File: config.mk
export PLATFORM = sky130hd
export DESIGN_NAME = channel_fifo
export DESIGN_NICKNAME = d
export VERILOG_FILES = /design/src/rtl/channel_fifo.sv
export SDC_FILE = /design/constraint.sdc
export NUM_CORES = 1
export LEC_CHECK = 0
export CAP_MARGIN = 10
export CORE_ASPECT_RATIO = 0.75
export CORE_UTILIZATION = 36
export CTS_CLUSTER_SIZE = 14
export DETAILED_ROUTE_END_ITERATION = 8
export GPL_ROUTABILITY_DRIVEN = 0
export SLEW_MARGIN = 20
export SYNTH_ARGS = -nofsm -noshare
export SYNTH_HDL_FRONTEND = slang
export SYNTH_SLANG_ARGS = --single-unit
File: constraint.sdc
create_clock -name clk_i -period 4.65 [get_ports clk_i]
set_input_delay 0.93 -clock clk_i [delete_from_list [all_inputs] [get_ports clk_i]]
set_output_delay 0.93 -clock clk_i [all_outputs]
set_load 0.02 [all_outputs]
File: src/rtl/channel_fifo.sv
// Synchronous FIFO with wrap-bit pointers; pushing into an empty FIFO never bypasses to rdata.
module channel_fifo #(
  parameter int unsigned Width = 12,
  parameter int unsigned Depth = 4
) (
  input  logic             clk_i,
  input  logic             rst_i,
  input  logic             push_i,
  input  logic             pop_i,
  input  logic [Width-1:0] wdata_i,
  output logic [Width-1:0] rdata_o,
  output logic             full_o,
  output logic             empty_o
);

  localparam int unsigned AddrW = $clog2(Depth);
  localparam int unsigned PtrW  = AddrW + 1;

  logic [Width-1:0] mem_q [Depth];
  logic [PtrW-1:0]  wptr_q, wptr_d;
  logic [PtrW-1:0]  rptr_q, rptr_d;
  logic             do_push;
  logic             do_pop;

  // Same address bits with differing wrap bits means the write pointer lapped the read pointer.
  assign full_o  = (wptr_q[AddrW] != rptr_q[AddrW]) &&
                   (wptr_q[AddrW-1:0] == rptr_q[AddrW-1:0]);
  assign empty_o = (wptr_q == rptr_q);
  assign rdata_o = mem_q[rptr_q[AddrW-1:0]];

  assign do_push = push_i && (!full_o || pop_i);
  assign do_pop  = pop_i && !empty_o;

  always_comb begin
    wptr_d = wptr_q;
    rptr_d = rptr_q;
    if (do_push) wptr_d = wptr_q + PtrW'(1);
    if (do_pop)  rptr_d = rptr_q + PtrW'(1);
  end

  always_ff @(posedge clk_i) begin
    if (rst_i) begin
      wptr_q <= '0;
      rptr_q <= '0;
    end else begin
      wptr_q <= wptr_d;
      rptr_q <= rptr_d;
    end
  end

  always_ff @(posedge clk_i) begin
    if (do_push) mem_q[wptr_q[AddrW-1:0]] <= wdata_i;
  end

endmodule

==> flow_summary.json <==
{
  "drive_above_1_share_pct": 17.88,
  "postCtsHoldBufs": 0,
  "final.setup.worst_slack_ps": 1361,
  "grt_busiest_layer": "met2",
  "avgViaCountPerCell": 4.690,
  "worstSetupPathType": "reg -> out",
  "min_period_ps": 3289,
  "synth_top_cell_area_share_pct": 63.51,
  "critical_path.max_stage_delay_ps": 880,
  "use_met3_pct": 3.011,
  "path_cells": "mux4_2 > clkdlybuf4s50_1",
  "route.vias.total": 1074,
  "synth_top_area_cell": "edfxtp_1",
  "mostFrequentLayoutCells": "48 x edfxtp_1, 29 x clkdlybuf4s50_1, 12 x mux4_2",
  "area_delta_synth_final_pct": 20.51,
  "cts_tree": "done",
  "syn-num-nets": 138,
  "worstSetupStartpointType": "flip-flop",
  "layout_commonest_cell": "edfxtp_1",
  "worstMarginPinSlew_ps": 931.7,
  "grt_max_degree": 19,
  "ant_nets": 0,
  "cp_top_family": "flip-flops",
  "seq_area_frac_synth_pct": 70.56,
  "die_w_um": 93.69,
  "seq_area_mm2": 0.001602,
  "fin_skew_ps": 7.109,
  "drc": 0,
  "wl_per_cell_um": 15.61,
  "clock_latency_ps": 300,
  "synth_cells": 117,
  "crit_fanout": 12,
  "dieArea_mm2": 0.006630,
  "cp_slowest_cell": "dfxtp_1",
  "multi_input_area_um2": 636.9,
  "grt_overflow_total": 0,
  "start_util_pct": 38.17,
  "rsz0062_at_grt": "no",
  "drt_first_pass_iters": 5,
  "synth-edff-count": 48,
  "cts_setup_buffers": 0,
  "die_h_um": 70.77,
  "cellPowerDensity_mw_per_mm2": 410.3,
  "grt_pass1_wl_um": 5796,
  "root_buffer": "clkbuf_8",
  "async_reset_ff_share_pct": 0,
  "post-route-period-util_pct": 70.73,
  "syn_avg_cell_area_um2": 19.40,
  "io_buffer_count": 29,
  "outcome": "finished, final reports clean",
  "ctsResizeCount": 0,
  "grt_pass1_vias": 1137,
  "setup_viol": 0,
  "place_area_mm2": 0.002645,
  "place_ws_ps": 1625,
  "dpl.hpwl_um": 2371,
  "core_area_mm2": 0.005946,
  "synth.area.top_cells": "edfxtp_1 64%, mux4_2 12%, dfxtp_1 7.1%, ha_1 2.8%, mux2_1 1.5%",
  "fin_util_pct": 46.00,
  "total_power_uw": 1122,
  "antenna_found_initial": 0,
  "nets": 171,
  "maxCapViolations": 0,
  "clk_pin_slew_ps": 90,
  "design_area_mm2": 0.002735,
  "path_buf_inv": 1,
  "critPathCaptureType": "output port",
  "syn_area_mm2": 0.002270,
  "drt-initial-drc-count": 57,
  "max_freq_mhz": 304.0,
  "io_pins": 30,
  "antenna_cells": 0,
  "maxSlewHeadroom_pct": 37.89,
  "cts_buffers": 5,
  "hp-class": "reg -> reg",
  "critPathArrivalTime_ps": 2360,
  "rows": 24,
  "nFillCells": 514,
  "ir_drop_mv": 0.1424,
  "h-tree-depth": 2,
  "ys_ff_latch": 56,
  "grt_usage_pct": 12.17,
  "wl_um": 3574,
  "hold_viol": 0,
  "drv_slew": 0,
  "grt_use_met1_pct": 15.79,
  "synth_cell_types": 26,
  "p_leak_uw": 0.0008899,
  "fin_setup_tns_ps": 0,
  "crit_required_ps": 3720,
  "yosysWarnings": 0,
  "cts.path.max_buffers": 2,
  "grt_use_met2_pct": 20.11,
  "clkSinkCount": 56,
  "synth_top_flop_cell": "edfxtp_1"
}
==> stage by stage <==
step                      hold WS (ps)  std cells
after floorplan                  513.3        117
after global placement           542.0        221
after detailed placement         569.9        221
after CTS                        583.7        229
after global routing             596.7        229
final                            572.9        229
==> path summary, 6_finish.rpt <==
path,from,endpoint,slack (ps),depth (start not counted)
setup / recovery,flip-flop,rdata_o[10],1360,2
hold / removal,rptr_q[1],flip-flop,570,2
setup reg to reg,wptr_q[1],mem_q[2][11],2670,3
hold reg to reg,rptr_q[1],flip-flop,570,2
==> sequential cells by signal (all words and copies together) (netlist names), named ones only <==
| name | cells |
|---|---|
| mem_q | 48 |
| wptr_q | 3 |
| rptr_q | 3 |
==> metal layers <==
metal  share of wire, %  routed length (um)
met1                 42                1513
met2                 52                1854
met3                5.0                 177
met4               0.81                  29
met5                  0                   0
==> final cells by class <==
type	instances	share of cell area, %
timing repair buffer	29	10.61
clock inverter	3	0.7777
sequential	56	58.55
multi-input combinational	53	23.28
tap	78	3.568
clock buffer	5	2.516
inverter	5	0.6862
==> where the power goes <==
part	internal, uW	total [uW]	switching (uW)
logic	138	249	111
clock network	107	258	151
registers	579	615	36.0
==> cell families after synthesis <==
family | Yosys count | synth area share [%]
mux | 18 | 14.94
simple gates | 21 | 5.182
compound gates | 5 | 2.646
buf+inv | 8 | 1.378
flops | 56 | 70.56
fa+ha+maj | 5 | 2.756
xor+xnor | 4 | 2.536
==> cell usage after synthesis (all sizes together), types with 3 or more instances <==
| master | number |
|---|---|
| and2 | 3 |
| dfxtp | 8 |
| edfxtp | 48 |
| ha | 5 |
| inv | 5 |
| mux2 | 4 |
| mux4 | 12 |
| nand2b | 4 |
| nor2 | 6 |
| nor2b | 3 |
| xnor2 | 3 |
==> worst register-to-register path: cells and delay by family, from the launching register on <==
family	cells	cell delay, ps
xor+xnor	1	170
simple gates	1	610
flops	1	460
compound gates	1	370
Note: power is estimated with default switching activity, not from simulation.
